===== config.mk =====
export PLATFORM = sky130hd
export DESIGN_NAME = and_gate_seq_ctrl
export DESIGN_NICKNAME = d
export VERILOG_FILES = /design/src/rtl/and_gate_seq_ctrl.sv
export SDC_FILE = /design/constraint.sdc
export NUM_CORES = 1
export LEC_CHECK = 0
export ABC_AREA = 1
export BUFFER_PORTS_ARGS = -buffer_cell sky130_fd_sc_hd__buf_2
export CAP_MARGIN = 10
export CORE_ASPECT_RATIO = 0.9
export CORE_MARGIN = 4
export CORE_UTILIZATION = 40
export CTS_CLUSTER_DIAMETER = 40
export DETAILED_ROUTE_END_ITERATION = 7
export PLACE_DENSITY = 0.62
export SLEW_MARGIN = 15
export SYNTH_ARGS = -nofsm -noshare
export SYNTH_HDL_FRONTEND = slang
export SYNTH_SLANG_ARGS = --single-unit

===== constraint.sdc =====
create_clock -name clk -period 2.2 [get_ports clk]
set_input_delay 0.55 -clock clk [delete_from_list [all_inputs] [get_ports clk]]
set_output_delay 0.55 -clock clk [all_outputs]
set_load 0.05 [all_outputs]

===== src/rtl/and_gate_seq_ctrl.sv =====
// Self-test sequencer for an N-input AND gate: walks every input vector, checks the gate output, reports pass/fail.
// Optional build macro AND_SEQ_STOP_ON_ERR_EN ends the run on the first mismatch.
module and_gate_seq_ctrl #(
    parameter int unsigned N_IN  = 3,
    parameter int unsigned DWELL = 20
) (
    input  logic            clk,
    input  logic            rst_n,
    input  logic            start,
    input  logic            dut_out,
    output logic [N_IN-1:0] dut_in,
    output logic            busy,
    output logic            done,
    output logic            pass,
    output logic [N_IN:0]   err_cnt,
    output logic [N_IN-1:0] vec_idx
);

    localparam int unsigned   CNT_W    = (DWELL > 1) ? $clog2(DWELL) : 1;
    localparam int unsigned   ERR_W    = N_IN + 1;
    localparam logic [CNT_W-1:0] CNT_LAST = CNT_W'(DWELL - 1);
    localparam logic [N_IN-1:0]  VEC_LAST = {N_IN{1'b1}};
`ifdef AND_SEQ_STOP_ON_ERR_EN
    localparam bit STOP_ON_ERR = 1'b1;
`else
    localparam bit STOP_ON_ERR = 1'b0;
`endif

    typedef enum logic [1:0] {
        S_IDLE,
        S_APPLY,
        S_FINISH
    } state_t;

    state_t              r_state;
    state_t              w_state_nxt;
    logic [N_IN-1:0]     r_vec;
    logic [N_IN-1:0]     w_vec_nxt;
    logic [CNT_W-1:0]    r_cnt;
    logic [CNT_W-1:0]    w_cnt_nxt;
    logic [ERR_W-1:0]    r_err;
    logic [ERR_W-1:0]    w_err_nxt;
    logic                r_busy;
    logic                w_busy_nxt;
    logic                r_done;
    logic                w_done_nxt;
    logic                r_pass;
    logic                w_pass_nxt;

    logic                w_mismatch;
    logic [ERR_W-1:0]    w_err_upd;
    logic                w_sample;

    assign w_mismatch = (dut_out != (&r_vec));
    assign w_err_upd  = r_err + ERR_W'(w_mismatch);
    assign w_sample   = (r_cnt == CNT_LAST);

    // State and output registers
    always_ff @(posedge clk or negedge rst_n) begin
        if (!rst_n) begin
            r_state <= S_IDLE;
            r_vec   <= '0;
            r_cnt   <= '0;
            r_err   <= '0;
            r_busy  <= 1'b0;
            r_done  <= 1'b0;
            r_pass  <= 1'b0;
        end else begin
            r_state <= w_state_nxt;
            r_vec   <= w_vec_nxt;
            r_cnt   <= w_cnt_nxt;
            r_err   <= w_err_nxt;
            r_busy  <= w_busy_nxt;
            r_done  <= w_done_nxt;
            r_pass  <= w_pass_nxt;
        end
    end

    // Next-state and next-output logic; done is registered on entry so it is high for the FINISH cycle
    always_comb begin
        w_state_nxt = r_state;
        w_vec_nxt   = r_vec;
        w_cnt_nxt   = r_cnt;
        w_err_nxt   = r_err;
        w_busy_nxt  = r_busy;
        w_done_nxt  = 1'b0;
        w_pass_nxt  = r_pass;

        case (r_state)
            S_IDLE: begin
                if (start) begin
                    w_state_nxt = S_APPLY;
                    w_vec_nxt   = '0;
                    w_cnt_nxt   = '0;
                    w_err_nxt   = '0;
                    w_pass_nxt  = 1'b0;
                    w_busy_nxt  = 1'b1;
                end
            end
            S_APPLY: begin
                if (!w_sample) begin
                    w_cnt_nxt = r_cnt + CNT_W'(1);
                end else begin
                    w_err_nxt = w_err_upd;
                    if ((r_vec == VEC_LAST) || (STOP_ON_ERR && w_mismatch)) begin
                        w_state_nxt = S_FINISH;
                        w_done_nxt  = 1'b1;
                        w_busy_nxt  = 1'b0;
                        w_pass_nxt  = (w_err_upd == '0);
                    end else begin
                        w_vec_nxt = r_vec + N_IN'(1);
                        w_cnt_nxt = '0;
                    end
                end
            end
            S_FINISH: begin
                // The edge closing the done cycle also accepts a held start, giving back-to-back runs
                w_state_nxt = S_IDLE;
                if (start) begin
                    w_state_nxt = S_APPLY;
                    w_vec_nxt   = '0;
                    w_cnt_nxt   = '0;
                    w_err_nxt   = '0;
                    w_pass_nxt  = 1'b0;
                    w_busy_nxt  = 1'b1;
                end
            end
            default: begin
                w_state_nxt = S_IDLE;
            end
        endcase
    end

    assign dut_in  = r_vec;
    assign vec_idx = r_vec;
    assign busy    = r_busy;
    assign done    = r_done;
    assign pass    = r_pass;
    assign err_cnt = r_err;

endmodule


### Word level (Yosys, flattened, before mapping)

Index checks and enable logic that the tools add are counted.

| word-level totals | value |
|---|---|
| register bits | 17 |
| bits in latches | 0 |
| RAM bits | 0 |
| memory bits (read-only) | 0 |
| output and inout bits | 13 |
| logic and storage cells | 58 |
| memories | 0 |

| cells by class | value |
|---|---|
| $add $sub $neg | 3 |
| multiply operators | 0 |
| divide/modulo/power cells | 0 |
| magnitude comparators | 0 |
| eq/ne operators | 11 |
| shifts and indexed selects | 0 |
| mux-type cells | 27 |
| bitwise logic cells | 0 |
| reductions and logical operators | 10 |

Operators with widths:

| cell | number |
|---|---|
| 5-bit 2-to-1 mux | 3 |
| 3-bit AND reduction | 4 |
| 1-bit 2-to-1 mux | 10 |
| 5-bit one-hot mux with 2 select lines | 1 |
| 3-bit 2-to-1 mux | 3 |
| 4-bit 2-to-1 mux | 2 |
| 2-bit inequality test, second input constant | 4 |
| 4-bit one-hot mux with 2 select lines | 1 |
| 4-bit AND reduction | 2 |
| 2-bit 2-to-1 mux | 3 |
| 2-bit one-hot mux with 3 select lines | 1 |
| 3-bit one-hot mux with 2 select lines | 1 |
| 5-bit by 1-bit adder with 5-bit output, second input constant | 1 |
| 5-bit == test, second input constant | 1 |
| 4-bit by 1-bit adder with 4-bit output | 1 |
| 4-bit zero test | 1 |
| 1-bit one-hot mux with 2 select lines | 2 |
| 3-bit by 1-bit adder with 3-bit output, second input constant | 1 |
| 3-bit == test, second input constant | 1 |
| 3-bit inequality test, second input constant | 1 |
| 2-bit by 1-bit == test with 1-bit output, second input constant | 1 |
| 2-bit == test, second input constant | 1 |
| 2-bit zero test | 1 |
| 2-bit by 1-bit inequality test with 1-bit output, second input constant | 1 |
| other kinds (3) | 3 |

### Logic depth before layout (Yosys ltp)

| depth | value |
|---|---|
| depth after elaboration | 7 |
| gate-level depth with buffers | 10 |
| depth with buffers taken out | 10 |

### Least setup slack after synthesis

OpenSTA, ideal clock, no wires.

| timing path | value |
|---|---|
| kind | reg-to-reg |
| from | register r_vec[0], in the netlist dut_in[0] |
| to | register r_pass, in the netlist pass |
| data arrival time | 2136 ps |
| required time | 2134 ps |
| setup slack | -2 ps |
| cell stages (with the launch flop) | 11 |
| path buffers | 0 |
| period minus slack after synthesis | 2202 ps |
| cells stage by stage | dfrtp_1 ha_1 ha_1 xor2_1 ha_1 ha_1 nor3_1 nand2_1 nor2_1 nand2_1 nand2_1 |

| on the way | value |
|---|---|
| word-level cells in the longest chain between the ends | 7 |

Ends and longest elaborated chain:

| item | RTL line | source |
|---|---|---|
| start: declaration | 37 | `logic [N_IN-1:0] r_vec;` |
| start signal: assignment | 70 | `r_vec <= w_vec_nxt;` |
| 3-bit AND reduction | 54 | `assign w_mismatch = (dut_out != (&r_vec));` |
| 1-bit inequality test | 54 |  |
| 4-bit by 1-bit adder with 4-bit output | 55 | `assign w_err_upd = r_err + ERR_W'(w_mismatch);` |
| 4-bit zero test | 109 | `w_pass_nxt = (w_err_upd == '0);` |
| 1-bit 2-to-1 mux | 105 | `if ((r_vec == VEC_LAST) \|\| (STOP_ON_ERR && w_mismatch)) begin` |
| 1-bit 2-to-1 mux | 101 | `if (!w_sample) begin` |
| 1-bit one-hot mux with 2 select lines | 89 | `case (r_state)` |
| end signal: assignment | 75 | `r_pass <= w_pass_nxt;` |
| end: declaration | 47 | `logic r_pass;` |

Parallel ways exist; a longest one is shown, timed or not. The select of a mux whose other input is x is not followed.
A chain may end at the register's enable or synchronous reset.

### Worst setup path in the final report

Same ends and word-level chain as after synthesis.

==> results.json <==
{
  "synthFlopType": "dfrtp_1",
  "vias": 710,
  "cts_hold_buf": 0,
  "max_slew_margin_pct": 74.7,
  "ant_nets": 0,
  "reg2reg_depth": 10,
  "drt_pass1_iterations": 4,
  "num_antenna_cells": 0,
  "cp.required_ps": 2440,
  "crit_start": "dut_in[0]",
  "p_leak_nw": 0.592,
  "yosysTopAreaCell": "dfrtp_1",
  "synth_seq_area_share_pct": 45.6,
  "synth_area_leaders": "dfrtp_1 (46%), nand2_1 (17%), ha_1 (6.7%)",
  "grt_pass1_wl_um": 2920,
  "postSynthCellCount": 109,
  "fin_nets": 136,
  "drive_gt1_share_pct": 31.7,
  "totalNegativeSetupSlack_ps": 0,
  "numCtsBuffers": 3,
  "gp_congestion": 0.721,
  "place_ws_ps": 156,
  "worst_slack_ps": 197,
  "finClkSkew_ps": 4.61,
  "io_pins": 17,
  "die_x_um": 58.9,
  "pwr-share-comb_pct": 47.3,
  "clock_sinks": 17,
  "grt_start_max_net_pins": 18,
  "cts_resized": 0,
  "cts_setup_buffers": 0,
  "yosysWarningCount": 0,
  "synthMostInstantiatedCell": "nand2_1",
  "path_max_fanout": 5,
  "area_growth_syn_to_layout_pct": 13.0,
  "antenna_found_initial": 0,
  "synth_edf_count": 0,
  "crit_path_end": "pass",
  "finalSetupViolations": 0,
  "r2r-end": "pass",
  "max_slew.worst_pin.slew_ps": 379,
  "drc_errors": 0,
  "max_cap_violations": 0,
  "crit_type": "register to register",
  "drtIter0Drc": 17,
  "clk_pin_slew_ps": 100,
  "ys_types": 23,
  "status": "complete, no violations",
  "drv_slew": 0,
  "root_buffer": "clkbuf_4",
  "die_h_um": 53.8,
  "pwr-share-clk_pct": 13.5,
  "switching_share_pct": 47.6,
  "period_minus_slack_ps": 2000,
  "p_int_w": 0.000654,
  "min_path_type": "input pin to async pin",
  "overflow": 0,
  "synth_area_sq_um": 932,
  "p_per_area_nw_per_um2": 1180,
  "h-tree-depth": 1,
  "seq_power_share_pct": 39.1,
  "final_core_util_pct": 47.8,
  "ys_ff_latch": 17,
  "totalWireLength_um": 1700,
  "hpwl_um": 1270,
  "reg2reg_slack_ps": 200,
  "max_freq_ghz": 0.499,
  "clk_latency_ps": 300,
  "grt_pass1_vias": 692,
  "grt_use_total_pct": 12.5,
  "r2r-start": "dut_in[0]",
  "vias_per_cell": 4.64,
  "core_sq_um": 2200,
  "fp-row-count": 16,
  "startpoint_type": "register",
  "switching_power_w": 0.000594,
  "die_area_sq_um": 3170,
  "synth_common_cells": "nand2_1 (42), dfrtp_1 (17), nand3_1 (7)",
  "clk_path_buf_depth": 2,
  "portBuffers": 16,
  "postSynth.asyncResetShare_pct": 100,
  "cp.arrival_ps": 2250,
  "post_drt_wl_per_cell_um": 11.1,
  "final.period_utilization_pct": 91.0,
  "yosys.area.top_type_share_pct": 45.6,
  "end_kind": "register",
  "final_hold_viol_count": 0,
  "synth_nets": 118,
  "initial_core_util_pct": 42.3,
  "irDropWorstVdd_v": 0.000581,
  "cts_tree": "yes",
  "rsz0062_at_grt": "false",
  "synth_area_per_cell_sq_um": 8.55
}
sequential cells by signal, summed over array words and instances, names as in the netlist:
| signal | cells |
|---|---|
| r_state | 2 |
| err_cnt | 4 |
| pass | 1 |
| busy | 1 |
| r_cnt | 5 |
| dut_in | 3 |
| done | 1 |
stage by stage:
stage	instances	power [W]	hold slack (ps)	cell area [sq um]
4_1_cts	153	0.00127	158	1050
5_1_grt	153	0.00135	175	1050
3_5_place_dp	149	0.00109	466	1020
2_1_floorplan	109	0.000984	254	933
6_report	153	0.00125	155	1050
3_3_place_gp	149	0.00108	450	1020
power groups by stage:
stage / combinational (W) / sequential [W] / clock [W]
after floorplan: 0.000350 / 0.000634 / 0
after global placement: 0.000590 / 0.000491 / 0
after detailed placement: 0.000596 / 0.000494 / 0
after CTS: 0.000599 / 0.000489 / 0.000181
after global routing: 0.000653 / 0.000505 / 0.000195
final: 0.000591 / 0.000488 / 0.000169
layout make-up:
cell class	instances	area (sq um)
Tap cell	27	33.8
Clock buffer	4	26.3
Inverter	8	30.0
Fill cell	221	1150
Timing Repair Buffer	16	80.1
Sequential cell	17	427
Multi-Input combinational cell	81	457
how the worst min path moves through the flow:
stage	from	end	slack (ps)	cells after the start
global placement	busy	busy	450	2
floorplan	rst_n	busy	250	0
global route	rst_n	err_cnt[3]	180	1
CTS	rst_n	busy	160	1
detailed placement	pass	pass	470	2
finish	rst_n	busy	150	1
cell families after synthesis:
kind of cell	after synthesis	share of synthesized area (%)
simple gates	68	34.1
flops	17	45.6
buf+inv	11	5.64
fa+ha+maj	5	6.71
compound gates	4	4.16
xor+xnor	4	3.76
cell usage in the layout, fill, tap and decap left out, types with 2 or more instances in the layout:
cell	instances
clkbuf_4	3
inv_2	5
nor2_1	5
inv_1	3
ha_1	4
xnor2_1	3
nand3_1	7
buf_2	16
nor2_4	2
nand2_2	5
dfrtp_1	16
nand2_1	42
per-layer routing:
layer,up-vias,GRT usage [%],wire (um)
li1,378,-,-
met1,310,15.1,828
met2,18,20.8,741
met3,4,4.32,108
met4,0,4.53,21
met5,-,0,0
worst max-delay path, cell delays in order, from the launching register on:
cell and delay, ps:
dfrtp_2 440, ha_1 200, ha_2 200, xor2_1 160, ha_1 210, ha_1 290
nor3_1 190, nand2_1 70, nor2_1 90, nand2_1 50, nand2_1 50
Note: power is estimated with default switching activity, not from simulation.
